**src/rtl/char_ctrl_pkg.sv**
```systemverilog
// Shared types and default geometry for the character motion controller.
//   ctrl_state_t : per-frame sequencer states
//   coord_t      : 10-bit screen coordinate / motion word
//   sample_t     : flags and keys captured once per frame
//   idx_w()      : index width helper that never returns zero
package char_ctrl_pkg;

  localparam int COORD_W = 10;

  typedef logic [COORD_W-1:0] coord_t;

  typedef enum logic [2:0] {
    IDLE,
    SAMPLE,
    UPDATE,
    MOVE,
    XFER
  } ctrl_state_t;

  typedef struct packed {
    logic top;
    logic bottom;
    logic left;
    logic right;
    logic ts;
    logic bs;
    logic key_left;
    logic key_right;
    logic key_jump;
  } sample_t;

  // Default play-field geometry and motion tuning.
  localparam int DEF_NUM_SCREENS    = 4;
  localparam int DEF_X_START        = 320;
  localparam int DEF_Y_START        = 380;
  localparam int DEF_STEP_X         = 2;
  localparam int DEF_JUMP_V         = 8;
  localparam int DEF_MAX_FALL       = 6;
  localparam int DEF_GRAV_DIV       = 2;
  localparam int DEF_Y_ENTRY_BOTTOM = 440;
  localparam int DEF_Y_ENTRY_TOP    = 40;

  // Width of an index over n items; a single item still gets one bit.
  function automatic int idx_w(input int n);
    return (n > 1) ? $clog2(n) : 1;
  endfunction

endpackage

```
**src/rtl/char_motion_ctrl_collide_sel.sv**
```systemverilog
// collide_sel: picks the four collision flags belonging to the active screen.
//   sel                 : active screen index
//   top_v/bottom_v/...  : per-screen flag vectors, bit i = screen i
//   top_flag/...        : flags of the selected screen (0 if sel is out of range)
module collide_sel
  import char_ctrl_pkg::*;
#(
  parameter int NUM_SCREENS = DEF_NUM_SCREENS
) (
  input  logic [idx_w(NUM_SCREENS)-1:0] sel,
  input  logic [NUM_SCREENS-1:0]        top_v,
  input  logic [NUM_SCREENS-1:0]        bottom_v,
  input  logic [NUM_SCREENS-1:0]        left_v,
  input  logic [NUM_SCREENS-1:0]        right_v,
  output logic                          top_flag,
  output logic                          bottom_flag,
  output logic                          left_flag,
  output logic                          right_flag
);

  localparam int IDX_W = idx_w(NUM_SCREENS);

  // Compare-per-screen form keeps the mux safe for non-power-of-two counts.
  always_comb begin
    top_flag    = 1'b0;
    bottom_flag = 1'b0;
    left_flag   = 1'b0;
    right_flag  = 1'b0;
    for (int i = 0; i < NUM_SCREENS; i++) begin
      if (sel == IDX_W'(i)) begin
        top_flag    = top_v[i];
        bottom_flag = bottom_v[i];
        left_flag   = left_v[i];
        right_flag  = right_v[i];
      end
    end
  end

endmodule

```
**src/rtl/char_motion_ctrl.sv**
```systemverilog
// char_motion_ctrl: per-frame character motion and screen sequencer.
// Each frame_tick runs IDLE -> SAMPLE -> UPDATE -> (MOVE | XFER) -> IDLE.
//   Clk, Reset_n                : clock, asynchronous active-low reset
//   frame_tick                  : one-cycle pulse per video frame
//   key_left/right/jump         : level key states
//   *_collide_v                 : per-screen collision flags, bit i = screen i
//   ts_collide, bs_collide      : play-field top / bottom edge flags
//   Char_X_Pos, Char_Y_Pos      : character centre position
//   Char_X_Motion, Char_Y_Motion: two's-complement motion per frame
//   screen_idx                  : active screen
//   airborne                    : high while not grounded
//   screen_change               : one-cycle pulse on each screen transition
module char_motion_ctrl
  import char_ctrl_pkg::*;
#(
  parameter int NUM_SCREENS    = DEF_NUM_SCREENS,
  parameter int X_START        = DEF_X_START,
  parameter int Y_START        = DEF_Y_START,
  parameter int STEP_X         = DEF_STEP_X,
  parameter int JUMP_V         = DEF_JUMP_V,
  parameter int MAX_FALL       = DEF_MAX_FALL,
  parameter int GRAV_DIV       = DEF_GRAV_DIV,
  parameter int Y_ENTRY_BOTTOM = DEF_Y_ENTRY_BOTTOM,
  parameter int Y_ENTRY_TOP    = DEF_Y_ENTRY_TOP
) (
  input  logic                          Clk,
  input  logic                          Reset_n,
  input  logic                          frame_tick,
  input  logic                          key_left,
  input  logic                          key_right,
  input  logic                          key_jump,
  input  logic [NUM_SCREENS-1:0]        top_collide_v,
  input  logic [NUM_SCREENS-1:0]        bottom_collide_v,
  input  logic [NUM_SCREENS-1:0]        left_collide_v,
  input  logic [NUM_SCREENS-1:0]        right_collide_v,
  input  logic                          ts_collide,
  input  logic                          bs_collide,
  output logic [COORD_W-1:0]            Char_X_Pos,
  output logic [COORD_W-1:0]            Char_Y_Pos,
  output logic [COORD_W-1:0]            Char_X_Motion,
  output logic [COORD_W-1:0]            Char_Y_Motion,
  output logic [idx_w(NUM_SCREENS)-1:0] screen_idx,
  output logic                          airborne,
  output logic                          screen_change
);

  localparam int IDX_W = idx_w(NUM_SCREENS);
  localparam int GC_W  = idx_w(GRAV_DIV);

  localparam logic [IDX_W-1:0]          LAST_IDX = IDX_W'(NUM_SCREENS - 1);
  localparam logic [GC_W-1:0]           GC_LAST  = GC_W'(GRAV_DIV - 1);
  localparam coord_t                    X_RST    = coord_t'(X_START);
  localparam coord_t                    Y_RST    = coord_t'(Y_START);
  localparam coord_t                    Y_ENT_B  = coord_t'(Y_ENTRY_BOTTOM);
  localparam coord_t                    Y_ENT_T  = coord_t'(Y_ENTRY_TOP);
  localparam logic signed [COORD_W-1:0] STEP_C   = COORD_W'(STEP_X);
  localparam logic signed [COORD_W-1:0] JUMP_C   = COORD_W'(JUMP_V);
  localparam logic signed [COORD_W-1:0] FALL_C   = COORD_W'(MAX_FALL);
  localparam logic signed [COORD_W-1:0] ONE_C    = COORD_W'(1);

  ctrl_state_t               state_q, state_d;
  sample_t                   smp_q, smp_d;
  coord_t                    x_pos_q, x_pos_d;
  coord_t                    y_pos_q, y_pos_d;
  logic signed [COORD_W-1:0] x_mot_q, x_mot_d;
  logic signed [COORD_W-1:0] y_mot_q, y_mot_d;
  logic [IDX_W-1:0]          idx_q, idx_d;
  logic [GC_W-1:0]           gc_q, gc_d;
  logic                      air_q, air_d;
  logic                      chg_q, chg_d;
  logic                      up_q, up_d;

  logic sel_top, sel_bottom, sel_left, sel_right;
  logic go_up, go_down;

  // Gravity step toward the terminal fall speed.
  function automatic logic signed [COORD_W-1:0] sat_fall_inc(
    input logic signed [COORD_W-1:0] v
  );
    if (v >= FALL_C) return FALL_C;
    return v + ONE_C;
  endfunction

  collide_sel #(
    .NUM_SCREENS(NUM_SCREENS)
  ) u_collide_sel (
    .sel         (idx_q),
    .top_v       (top_collide_v),
    .bottom_v    (bottom_collide_v),
    .left_v      (left_collide_v),
    .right_v     (right_collide_v),
    .top_flag    (sel_top),
    .bottom_flag (sel_bottom),
    .left_flag   (sel_left),
    .right_flag  (sel_right)
  );

  always_comb begin
    state_d = state_q;
    smp_d   = smp_q;
    x_pos_d = x_pos_q;
    y_pos_d = y_pos_q;
    x_mot_d = x_mot_q;
    y_mot_d = y_mot_q;
    idx_d   = idx_q;
    gc_d    = gc_q;
    air_d   = air_q;
    chg_d   = 1'b0;
    up_d    = up_q;
    go_up   = 1'b0;
    go_down = 1'b0;

    case (state_q)
      IDLE: begin
        if (frame_tick) state_d = SAMPLE;
      end

      SAMPLE: begin
        smp_d.top       = sel_top;
        smp_d.bottom    = sel_bottom;
        smp_d.left      = sel_left;
        smp_d.right     = sel_right;
        smp_d.ts        = ts_collide;
        smp_d.bs        = bs_collide;
        smp_d.key_left  = key_left;
        smp_d.key_right = key_right;
        smp_d.key_jump  = key_jump;
        state_d         = UPDATE;
      end

      UPDATE: begin
        if (smp_q.key_right && !smp_q.key_left && !smp_q.right)
          x_mot_d = STEP_C;
        else if (smp_q.key_left && !smp_q.key_right && !smp_q.left)
          x_mot_d = -STEP_C;
        else
          x_mot_d = '0;

        // Grounded needs a non-negative motion so a rising jump passes
        // through floor flags instead of snapping down onto them.
        if (smp_q.bottom && !y_mot_q[COORD_W-1]) begin
          if (smp_q.key_jump) begin
            y_mot_d = -JUMP_C;
            air_d   = 1'b1;
            gc_d    = '0;
          end else begin
            y_mot_d = '0;
            air_d   = 1'b0;
          end
        end else if (smp_q.top && y_mot_q[COORD_W-1]) begin
          y_mot_d = '0;
          air_d   = 1'b1;
        end else begin
          air_d = 1'b1;
          if (gc_q == GC_LAST) begin
            gc_d    = '0;
            y_mot_d = sat_fall_inc(y_mot_q);
          end else begin
            gc_d = gc_q + 1'b1;
          end
        end

        // Upward exit uses this frame's freshly computed motion.
        go_up   = smp_q.ts && y_mot_d[COORD_W-1] && (idx_q < LAST_IDX);
        go_down = smp_q.bs && !smp_q.bottom && (idx_q != '0);
        up_d    = go_up;
        state_d = (go_up || go_down) ? XFER : MOVE;
      end

      MOVE: begin
        x_pos_d = x_pos_q + coord_t'(x_mot_q);
        y_pos_d = y_pos_q + coord_t'(y_mot_q);
        state_d = IDLE;
      end

      XFER: begin
        if (up_q) begin
          idx_d   = idx_q + 1'b1;
          y_pos_d = Y_ENT_B;
        end else begin
          idx_d   = idx_q - 1'b1;
          y_pos_d = Y_ENT_T;
        end
        x_mot_d = '0;
        chg_d   = 1'b1;
        state_d = IDLE;
      end

      default: state_d = IDLE;
    endcase
  end

  always_ff @(posedge Clk or negedge Reset_n) begin
    if (!Reset_n) begin
      state_q <= IDLE;
      smp_q   <= '0;
      x_pos_q <= X_RST;
      y_pos_q <= Y_RST;
      x_mot_q <= '0;
      y_mot_q <= '0;
      idx_q   <= '0;
      gc_q    <= '0;
      air_q   <= 1'b0;
      chg_q   <= 1'b0;
      up_q    <= 1'b0;
    end else begin
      state_q <= state_d;
      smp_q   <= smp_d;
      x_pos_q <= x_pos_d;
      y_pos_q <= y_pos_d;
      x_mot_q <= x_mot_d;
      y_mot_q <= y_mot_d;
      idx_q   <= idx_d;
      gc_q    <= gc_d;
      air_q   <= air_d;
      chg_q   <= chg_d;
      up_q    <= up_d;
    end
  end

  assign Char_X_Pos    = x_pos_q;
  assign Char_Y_Pos    = y_pos_q;
  assign Char_X_Motion = x_mot_q;
  assign Char_Y_Motion = y_mot_q;
  assign screen_idx    = idx_q;
  assign airborne      = air_q;
  assign screen_change = chg_q;

endmodule

```
**config.mk**
```make
export PLATFORM = sky130hd
export DESIGN_NAME = char_motion_ctrl
export DESIGN_NICKNAME = d
export VERILOG_FILES = /design/src/rtl/char_ctrl_pkg.sv /design/src/rtl/char_motion_ctrl_collide_sel.sv /design/src/rtl/char_motion_ctrl.sv
export SDC_FILE = /design/constraint.sdc
export NUM_CORES = 1
export LEC_CHECK = 0
export BUFFER_PORTS_ARGS = -buffer_cell sky130_fd_sc_hd__buf_2
export CORE_ASPECT_RATIO = 0.6
export CORE_MARGIN = 5
export CORE_UTILIZATION = 40
export DETAILED_ROUTE_END_ITERATION = 10
export SLEW_MARGIN = 15
export SYNTH_ARGS = -nofsm -noshare
export SYNTH_HDL_FRONTEND = slang
export SYNTH_HIERARCHICAL = 1
export SYNTH_SLANG_ARGS = --single-unit
```
**constraint.sdc**
```tcl
create_clock -name Clk -period 6.35 [get_ports Clk]
set_input_delay 0.3175 -clock Clk [delete_from_list [all_inputs] [get_ports Clk]]
set_output_delay 0.3175 -clock Clk [all_outputs]
set_load 0.005 [all_outputs]
```
# Word-level counts from Yosys, hierarchy flattened

Index checks and enable logic that the tools add are counted.

$add $sub $neg: 6
Magnitude comparators: 2
Equal/unequal tests: 11
Muxes and demuxes: 44
Reduce and logical (&&, ||, !) cells: 24

Operators by type and width:

| cell                                                                                 | number |
|---|---|
| 10-bit two-way mux                                                                   | 9 |
| 10-bit one-hot mux with 2 select lines                                               | 2 |
| 1-bit two-way mux                                                                    | 28 |
| 10-bit adder                                                                         | 2 |
| 10-bit by 2-bit adder with 10-bit output, second input constant                      | 1 |
| 10-bit by 4-bit greater-or-equal comparator with 1-bit output, second input constant | 1 |
| 1-bit logical AND                                                                    | 10 |
| 9-bit two-way mux                                                                    | 1 |
| 3-bit one-hot mux with 3 select lines                                                | 1 |
| 3-bit by 2-bit == test with 1-bit output, second input constant                      | 2 |
| 1-bit zero test                                                                      | 6 |
| 3-bit two-way mux                                                                    | 2 |
| 2-bit != test, second input constant                                                 | 3 |
| 2-bit nonzero test                                                                   | 3 |
| 2-bit == test, second input constant                                                 | 2 |
| 4-bit != test, second input constant                                                 | 1 |
| 3-bit by 1-bit == test with 1-bit output, second input constant                      | 1 |
| 3-bit == test, second input constant                                                 | 1 |
| 3-bit zero test                                                                      | 1 |
| 3-bit AND reduction                                                                  | 1 |
| 2-bit by 1-bit adder with 2-bit output, second input constant                        | 1 |
| 2-bit by 1-bit == test with 1-bit output, second input constant                      | 1 |
| 2-bit zero test                                                                      | 1 |
| 2-bit < comparator, second input constant                                            | 1 |
| other kinds (5)                                                                      | 5 |

Flip-flop bits (word level): 58
Input bits: 24
Output and inout bits: 44
Word-level logic and storage cells: 107

# Logic depth before layout (Yosys ltp)

Gate-level depths: netlist (run 1).

Depth in word-level cells: 16
Mapped depth: 9

# By module

The synthesis (run 1) kept the hierarchy.

Modules (own cells, without submodules):

| module           | times used | cells an instance | area an instance (um2) |
|---|---|---|---|
| char_motion_ctrl | 1          | 324               | 3,054.2 |
| collide_sel      | 1          | 4                 | 105.1 |

# Worst setup path before layout (run 1)

OpenSTA, ideal clock, no wires.

Path type: flip-flop to flip-flop
Start point: reg x_mot_q[8], in the netlist Char_X_Motion[8]
End point: reg x_pos_q[9], in the netlist Char_X_Pos[9]
Library setup time: 0.149 ns
Data arrival time: 2.161 ns
Required time: 6.201 ns
Slack: 4.039 ns
Stages on the path, launching flop included: 9
Path buffers: 0
Clock period less this slack: 2.311 ns
Cells stage by stage: dfrtp_1 -> inv_1 -> fa_1 -> nor2b_1 -> o31a_1 -> o211ai_1 -> a2111oi_0 -> nand4b_1 -> o311ai_0

Cells in the longest elaborated chain, start to end: 1

RTL lines:

| what                     | line                    | text |
|---|---|---|
| start: declaration       | char_motion_ctrl.sv:65  | `logic signed [COORD_W-1:0] x_mot_q, x_mot_d;` |
| start signal: assignment | char_motion_ctrl.sv:211 | `x_mot_q <= x_mot_d;` |
| 10-bit adder             | char_motion_ctrl.sv:171 | `x_pos_d = x_pos_q + coord_t'(x_mot_q);` |
| end signal: assignment   | char_motion_ctrl.sv:209 | `x_pos_q <= x_pos_d;` |
| end: declaration         | char_motion_ctrl.sv:63  | `coord_t x_pos_q, x_pos_d;` |

No other way between the ends.
A chain may end at the register's enable or synchronous reset.

# Worst setup path in the final report (run 1)

Ends and elaborated chain as after synthesis.

==> results of run 1 <==
## final timing paths
check,depth (start not counted),start,endpoint,slack [ps]
setup / recovery,8,Char_X_Motion[8]$_DFFE_PN0P_,Char_X_Pos[9]$_DFFE_PN0N_,3660
hold / removal,2,Reset_n,smp_q[1]$_DFFE_PN0P_,130
setup reg to reg,8,Char_X_Motion[8]$_DFFE_PN0P_,Char_X_Pos[9]$_DFFE_PN0N_,3660
hold reg to reg,2,airborne$_DFFE_PN0P_,airborne$_DFFE_PN0P_,470
max in group asynchronous,2,Reset_n,Char_Y_Pos[1]$_DFFE_PN0P_,5800
min in group Clk,3,key_jump,smp_q[0]$_DFFE_PN0P_,240
## registers in the layout, summed over array words and instances (netlist names), 2 cells and up
signal,flops
Char_Y_Pos,10
screen_idx,2
state_q,3
Char_X_Pos,9
smp_q,9
Char_X_Motion,2
Char_Y_Motion,10
## cells by family (layout without fill, tap and decap cells)
logic type / Yosys count / in the layout / share of synthesized area (%)
and+or+nand+nor: 103 / 103 / 17.2
AOI/OAI and AO/OA: 94 / 94 / 19.1
DFF: 49 / 49 / 39.1
buffers and inverters: 33 / 88 / 5.27
adders and majority gates: 21 / 21 / 8.79
xor gates and xnor gates: 14 / 14 / 3.88
muxes: 13 / 13 / 6.50
other: 1 / 2 / 0.119
## per-layer routing
metal / vias to the layer above / share of wire (%) / track usage (%)
met5: - / 0 / 0
met4: 0 / 1.1 / 4.60
met3: 7 / 5.1 / 3.90
met2: 56 / 40 / 21.4
met1: 1219 / 54 / 22.6
li1: 1299 / - / -
## critical path, stage by stage, from the launching register on
cell and delay [ps]:
dfrtp_1 720, inv_1 230, fa_1 470, nor2b_1 160
o31a_1 190, o211ai_1 120, a2111oi_0 340, nand4b_1 170
o311ai_0 150
## final cells by class
class,instances,area [um2]
fill,724,4100
multi-input combinational,247,1760
sequential,49,1240
timing repair buffer,67,340
clock buffer,7,143
tap,108,135
inverter,13,48.8
clock inverter,1,30.0
## through the flow
step	area [um2]	util, %	instances
final	3690	47.4	492
after global routing	3690	47.4	492
after CTS	3690	47.4	492
after detailed placement	3520	45.2	484
after global placement	3520	45.2	484
after floorplan	3160	-	329
## power by group through the flow
stage	sequential [uW]	clock [uW]	combinational, uW
5_1_grt	671	334	1050
3_5_place_dp	649	0	932
4_1_cts	645	323	941
2_1_floorplan	603	0	720
6_report	644	315	934
3_3_place_gp	644	0	919
## layout by cell type, fill, tap and decap left out, types with 5 or more instances in the layout
cell,instances
ha_1,19
nand2_1,31
nor3_1,10
xnor2_1,8
nand3_1,6
clkbuf_16,5
a21oi_1,13
dfstp_2,8
xor2_1,6
inv_1,13
nor3b_1,7
a22o_1,7
buf_2,65
nor2_1,14
nand2b_1,6
dfrtp_1,41
mux2_2,8
nor2b_1,5
o21ai_0,39
==> flow_metrics.py, run 1 <==
metrics = {
    "pwr": {
        "peakVddDrop_uv": 169,
        "p_sw_uw": 779,
        "cellPowerDensity_nw_per_um2": 513,
        "power_uw": 1890,
        "swShare_pct": 41.2,
        "p_comb_share_pct": 49.4,
        "leakage_uw": 0.00172,
        "p_clk_share_pct": 16.6,
        "intPower_uw": 1110,
        "seq_power_share_pct": 34.0,
    },
    "sta": {
        "setup_ws_ps": 3660,
        "tightest_slew_ps": 1040,
        "maxSlewHeadroom_pct": 30.7,
        "final.min_clock_period_ps": 2690,
        "post-route-period-util_pct": 42.4,
        "clock_skew_ps": 3.59,
        "rsz0062_at_grt": "no",
        "hold_violations": 0,
        "drv_slew": 0,
        "fmax_mhz": 372,
        "fin_setup_tns_ps": 0,
        "hold_ws_ps": 129,
        "setup_viol": 0,
    },
    "worst_setup_path": {
        "crit_arrival_ps": 2830,
        "cp.required_ps": 6490,
        "crit_path_start_kind": "flop",
        "path_max_fanout": 19,
        "critPathCaptureType": "flop",
        "crit_type": "reg -> reg",
    },
    "clock_tree": {
        "clk_latency_ps": 290,
        "root_buffer": "clkbuf_16",
        "post_cts_buffers": 0,
        "cts.clk_slew.worst_paths_ps": 60,
        "cts_tree": "yes",
        "htreeDepth": 2,
        "clock_sinks": 49,
        "cts_hold_buf": 0,
        "numCtsBuffers": 5,
        "post_cts_resized": 0,
        "clk_path_buf_depth": 2,
    },
    "synth": {
        "ys.flop_type": "dfrtp_1",
        "ys_top_cells_by_area": "dfrtp_1 32%, ha_1 7.5%, dfstp_2 6.7%",
        "synth_top_area_share_pct": 32.5,
        "post_synth_inst_count": 328,
        "yosys.cell_count.top_type": "dfrtp_1",
        "synth-edff-count": 0,
        "yosysSeqAreaShare_pct": 39.1,
        "synth_warnings": 6,
        "ys_ff_latch": 49,
        "ys_top_cells_by_count": "41 x dfrtp_1, 39 x o21ai_0, 31 x nand2_1",
        "async_flop_share_pct": 100,
        "synth_largest_area_cell": "dfrtp_1",
        "yosysUniqueCellTypes": 58,
        "synth.cell_area_um2": 3160,
        "avgSynthCellArea_um2": 9.63,
    },
    "detailed_routing": {
        "dr.pass1.iters": 4,
        "totalWireLength_mm": 7.36,
        "drt_first_iter_violations": 150,
        "antenna_left": 0,
        "wl_per_cell_um": 15.0,
        "viasPerCell": 5.25,
        "vias": 2581,
        "drc": 0,
    },
    "place": {
        "gp_congestion": 0.822,
        "port_buffers": 65,
        "dp_hpwl_mm": 5.38,
        "pre_cts_slack_ps": 3680,
    },
    "finish": {
        "syn2layout_area_growth_pct": 16.9,
        "drive_gt1_share_pct": 26.0,
        "antenna_cells": 0,
        "nets": 428,
    },
    "global_route": {
        "grt_max_degree": 50,
        "overflow": 0,
        "grt_usage_pct": 15.1,
        "grt_pass1_wl_mm": 12.1,
        "antenna_found_initial": 0,
        "grt_pass1_vias": 2397,
    },
    "status": {
        "status": "finished clean",
    },
    "floorplan": {
        "core_area_um2": 7790,
        "die_w_um": 125,
        "start_util_pct": 40.6,
        "die_h_um": 78.8,
        "die-area_um2": 9830,
        "io_pins": 68,
        "rows": 25,
    },
    "job": {
        "maxCapViolCount": 0,
    },
    "min_path": {
        "hp-class": "in -> async",
    },
}
Power figures use the tool's default switching activity.
==> run 2: changes to the inputs <==
clock period = 2.2 ns   (was 6.35 ns; I/O delays follow)
==> flow_metrics.py, run 2 (same netlist as run 1, synthesis figures left out) <==
metrics = {
    "global_route": {
        "grt_usage_pct": 16.4,
        "met3_usage_pct": 3.76,
        "use_met2_pct": 24.6,
        "grt_pass1_vias": 2627,
        "grt_max_degree": 50,
        "grt_pass1_wl_mm": 13.2,
        "antenna_found_initial": 0,
        "grt_use_met1_pct": 24.3,
        "overflow": 0,
        "grt-busiest-layer": "met2",
    },
    "pwr": {
        "cellPowerDensity_nw_per_um2": 1470,
        "peakVddDrop_uv": 406,
        "leakage_uw": 0.00183,
    },
    "min_path": {
        "min_from": "key_jump",
        "hp-class": "in -> reg",
    },
    "clock_tree": {
        "clk_path_buf_depth": 2,
        "clock_sinks": 49,
        "htreeDepth": 2,
        "cts_tree": "yes",
        "numCtsBuffers": 5,
        "clk_latency_ps": 290,
        "root_buffer": "clkbuf_16",
        "cts.clk_slew.worst_paths_ps": 70,
    },
    "sta": {
        "drv_slew": 0,
        "tightest_slew_ps": 649,
        "fin_setup_tns_ps": 0,
        "hold_ws_ps": 30.6,
        "final.min_clock_period_ps": 2130,
        "setup_viol": 0,
        "rsz0062_at_grt": "yes",
        "post-route-period-util_pct": 96.6,
        "clock_skew_ps": 5.59,
        "hold_violations": 0,
        "fmax_mhz": 470,
        "maxSlewHeadroom_pct": 56.7,
    },
    "floorplan": {
        "die_h_um": 78.8,
        "rows": 25,
        "start_util_pct": 40.6,
        "die_w_um": 125,
        "die-area_um2": 9830,
        "io_pins": 68,
        "core_area_um2": 7790,
    },
    "detailed_routing": {
        "wl_per_cell_um": 14.7,
        "drt_first_iter_violations": 109,
        "antenna_left": 0,
        "vias": 2674,
        "dr.pass1.iters": 5,
        "totalWireLength_mm": 7.60,
        "drc": 0,
        "viasPerCell": 5.18,
    },
    "worst_setup_path": {
        "cp.required_ps": 2360,
        "path_cells": "ha_2, inv_2, fa_2, nor2b_2, o31a_1, o211ai_1, a2111oi_1, nand4b_1, o311ai_1",
        "r2r_slack_ps": 70,
        "crit_arrival_ps": 2280,
        "cpMaxStageDelayCell": "fa_2",
        "critPathCaptureType": "flop",
        "crit_path_start_kind": "flop",
        "timing.rr.start": "Char_X_Pos[1]$_DFFE_PN0N_",
        "critPathMaxStageDelay_ps": 390,
        "critical_path.startpoint": "Char_X_Pos[1]$_DFFE_PN0N_",
        "crit_type": "reg -> reg",
        "path_max_fanout": 3,
    },
    "finish": {
        "layout_commonest_cell": "buf_2",
        "layout_common_cells": "65 x buf_2, 40 x dfrtp_1, 38 x o21ai_0, 31 x nand2_1, 25 x buf_4",
        "utilization_pct": 50.1,
        "final_area_um2": 3910,
        "nFillCells": 764,
        "syn2layout_area_growth_pct": 23.6,
        "nets": 452,
        "drive_gt1_share_pct": 31.9,
        "antenna_cells": 0,
    },
    "place": {
        "gp_congestion": 0.785,
        "dpl_cell_area_um2": 3660,
        "port_buffers": 65,
        "dp_hpwl_mm": 5.76,
    },
    "status": {
        "status": "finished clean",
    },
    "job": {
        "maxCapViolCount": 0,
    },
}
run 2: cell count changes in the layout (fill, tap and decap cells not counted), sizes merged:
cell	previous run	this run
dlygate4sd3	0	1
clkbuf	7	6
buf	67	90
clkinv	0	1
run 2: final timing paths:
path                       cells after the start                            to
max reg2reg                                    9     Char_X_Pos[9]$_DFFE_PN0N_
min in group asynchronous                      3          smp_q[2]$_DFFE_PN0P_
max                                            9     Char_X_Pos[9]$_DFFE_PN0N_
max in group asynchronous                      3  Char_X_Motion[8]$_DFFE_PN0P_
min reg2reg                                    2          airborne$_DFFE_PN0P_
min                                            3          smp_q[0]$_DFFE_PN0P_
run 2: repair_timing:
item | 4_1_cts | 5_1_grt
buffers inserted | 1 | 3
resized for setup | 2 | 9
hold buffers | 1 | 0
setup endpoints to repair | 1 | 3
pin swaps | 2 | 5
hold endpoints to repair | 41 | 0
run 2: area by class of cell:
cell class                      instances  area (um2)  share of cell area, %
Clock inverter                          2        35.0                  0.897
Tap cell                              108         135                   3.46
Inverter                               13        48.8                   1.25
Timing Repair Buffer                   91         523                   13.4
Sequential cell                        49        1240                   31.7
Clock buffer                            6         129                   3.30
Multi-Input combinational cell        247        1800                   46.0
run 2: report_power, final:
group	switching, uW	internal, uW
Combinational	1540	1540
Sequential	439	1340
Clock	334	535
Total	2310	3420
run 2: routing by layer:
layer / share of wire (%) / wire, um / up-vias
met5: 0 / 0 / -
met4: 0.92 / 70 / 0
met3: 5.7 / 433 / 8
met2: 42 / 3210 / 73
met1: 51 / 3880 / 1245
li1: - / - / 1348
run 2: worst max-delay path: cells and delay by family (launching register included):
kind | cells | cell delay (ps)
buffers and inverters | 1 | 40
adders and majority gates | 2 | 580
and+or+nand+nor | 2 | 290
AOI/OAI and AO/OA | 4 | 720
DFF | 1 | 360
run 2: through the flow:
step                      instances  setup WS [ps]  power (uW)
after floorplan                 329           43.7        3820
after global placement          503           53.3        4730
after detailed placement        503           2.05        4810
after CTS                       513           9.51        5720
after global routing            516          -73.1        6270
final                           516           73.8        5730
==> run 3: changes to the inputs <==
ABC_AREA = 1   (was not set)
==> flow_metrics.py, run 3 <==
metrics = {
    "clock_tree": {
        "clock_sinks": 49,
        "clk_latency_ps": 300,
        "cts.clk_slew.worst_paths_ps": 70,
        "numCtsBuffers": 5,
        "post_cts_buffers": 0,
        "clk_path_buf_depth": 2,
        "cts_tree": "yes",
        "htreeDepth": 2,
        "root_buffer": "clkbuf_16",
    },
    "detailed_routing": {
        "totalWireLength_mm": 7.92,
        "dr.pass1.iters": 5,
        "antenna_left": 0,
        "drt_first_iter_violations": 209,
        "drc": 0,
        "wl_per_cell_um": 13.9,
        "vias": 2909,
        "viasPerCell": 5.12,
    },
    "synth": {
        "avgSynthCellArea_um2": 8.19,
        "synth-edff-count": 0,
        "ys_top_cells_by_count": "88 x nand2_1, 41 x dfrtp_1, 39 x inv_1",
        "ys_ff_latch": 49,
        "synth.cell_area_um2": 3230,
        "async_flop_share_pct": 100,
        "ys.flop_type": "dfrtp_1",
        "synth_largest_area_cell": "dfrtp_1",
        "synth_top_area_share_pct": 31.8,
        "yosys.cell_count.top_type": "nand2_1",
        "ys_top_cells_by_area": "dfrtp_1 32%, nand2_1 10%, ha_1 7.4%",
        "post_synth_inst_count": 394,
        "synth_warnings": 6,
        "yosysUniqueCellTypes": 42,
        "yosysSeqAreaShare_pct": 38.3,
    },
    "floorplan": {
        "io_pins": 68,
        "start_util_pct": 41.1,
        "die-area_um2": 10000,
        "die_h_um": 79.6,
        "die_w_um": 126,
        "core_area_um2": 7850,
        "rows": 25,
    },
    "pwr": {
        "peakVddDrop_uv": 501,
        "swShare_pct": 44.3,
        "leakage_uw": 0.00194,
        "p_sw_uw": 2520,
        "seq_power_share_pct": 31.8,
        "cellPowerDensity_nw_per_um2": 1490,
        "p_comb_share_pct": 50.5,
        "intPower_uw": 3170,
        "p_clk_share_pct": 17.8,
    },
    "job": {
        "maxCapViolCount": 0,
    },
    "finish": {
        "layout_commonest_cell": "nand2_1",
        "drive_gt1_share_pct": 24.6,
        "final_area_um2": 3810,
        "layout_common_cells": "88 x nand2_1, 65 x buf_2, 41 x dfrtp_1, 39 x inv_1, 36 x nand3_1",
        "antenna_cells": 0,
        "syn2layout_area_growth_pct": 18.1,
        "nFillCells": 786,
        "nets": 504,
        "fin_cells": 568,
        "utilization_pct": 48.6,
    },
    "sta": {
        "setup_viol": 0,
        "post-route-period-util_pct": 86.5,
        "tightest_slew_ps": 634,
        "drv_slew": 0,
        "clock_skew_ps": 6.32,
        "maxSlewHeadroom_pct": 57.7,
        "rsz0062_at_grt": "no",
        "final.min_clock_period_ps": 1900,
        "fin_setup_tns_ps": 0,
        "hold_violations": 0,
        "fmax_mhz": 526,
        "setup_ws_ps": 297,
    },
    "place": {
        "dpl_cell_area_um2": 3610,
        "pre_cts_slack_ps": 274,
        "gp_congestion": 0.885,
        "place_inst": 559,
        "port_buffers": 65,
        "dp_hpwl_mm": 5.97,
    },
    "global_route": {
        "antenna_found_initial": 0,
        "grt_max_degree": 50,
        "grt_usage_pct": 16.1,
        "grt_pass1_wl_mm": 13.0,
        "grt_pass1_vias": 2610,
        "overflow": 0,
    },
    "worst_setup_path": {
        "path_max_fanout": 8,
        "crit_type": "reg -> reg",
        "crit_path_start_kind": "flop",
        "critPathCaptureType": "flop",
        "crit_arrival_ps": 2090,
        "cp.required_ps": 2390,
    },
    "status": {
        "status": "finished clean",
    },
    "min_path": {
        "hp-class": "in -> reg",
    },
}
## run 3: changes by cell type in the layout (fill, tap and decap cells not counted), moves of 9 or more
cell,change
nand4_1,+14
nor2_1,+10
nor3_1,-9
buf_4,-20
inv_1,+27
o21ai_0,-17
nand3_1,+30
nand2_1,+57
## run 3: worst max-delay path, cell delays in order, from the launching register on
cell	delay, ps
dfrtp_1	500
inv_1	120
fa_1	460
o21ai_0	300
nand4_1	160
nand3_1	110
nand2_1	50
nand2_1	50
nand2_1	40
## run 3: worst paths after layout
path	to	start	cells after the start	slack [ps]
min in group asynchronous	Char_Y_Pos[1]$_DFFE_PN0P_	Reset_n	3	430
max in group asynchronous	Char_X_Pos[3]$_DFFE_PN0N_	Reset_n	3	1320
setup reg to reg	Char_X_Pos[9]$_DFFE_PN0N_	Char_X_Motion[8]$_DFFE_PN0P_	8	300
setup / recovery	Char_X_Pos[9]$_DFFE_PN0N_	Char_X_Motion[8]$_DFFE_PN0P_	8	300
hold reg to reg	airborne$_DFFE_PN0P_	airborne$_DFFE_PN0P_	2	490
hold / removal	smp_q[4]$_DFFE_PN0P_	ts_collide	2	40
## run 3: what timing repair did
item | CTS | global route
hold buffers | 1 | 0
hold endpoints to repair | 41 | 0
gates resized for setup | 0 | 0
## run 3: metal layers
metal | GRT usage [%] | vias up | share of wire (%)
li1 | - | 1449 | -
met1 | 23.9 | 1357 | 51
met2 | 23.3 | 96 | 42
met3 | 3.74 | 7 | 6.3
met4 | 4.82 | 0 | 1.1
met5 | 0 | - | 0
## run 3: stage by stage
step / power [uW] / hold slack, ps
6_report: 5690 / 40.7
3_5_place_dp: 4690 / 265
4_1_cts: 5720 / 37.8
5_1_grt: 6220 / 37.8
3_3_place_gp: 4650 / 267
2_1_floorplan: 3890 / -186
## run 3: power by group through the flow
stage          clock network, uW  registers (uW)  logic (uW)
2_1_floorplan                  0            1710        2180
6_report                    1010            1810        2870
5_1_grt                     1070            1890        3260
3_5_place_dp                   0            1830        2860
3_3_place_gp                   0            1810        2850
4_1_cts                     1030            1820        2880
## run 3: cell type report
type	count	area [um2]	area share (%)
clock buffers	5	125	3.28
repair buffers	71	373	9.78
inverters	46	173	4.53
multi-input cells	286	1710	44.7
well taps	108	135	3.54
clock inverters	3	65.1	1.71
flip-flops and latches	49	1240	32.4
## run 3: logic make-up after synthesis
group                    share of synthesized area [%]
AND/OR/NAND/NOR                                   24.8
AO/OA/AOI/OAI                                     13.9
buffers and inverters                             8.99
flip-flops                                        38.3
adder cells (fa/ha/maj)                           8.60
XOR/XNOR                                          3.53
multiplexers                                      1.74
other                                            0.116
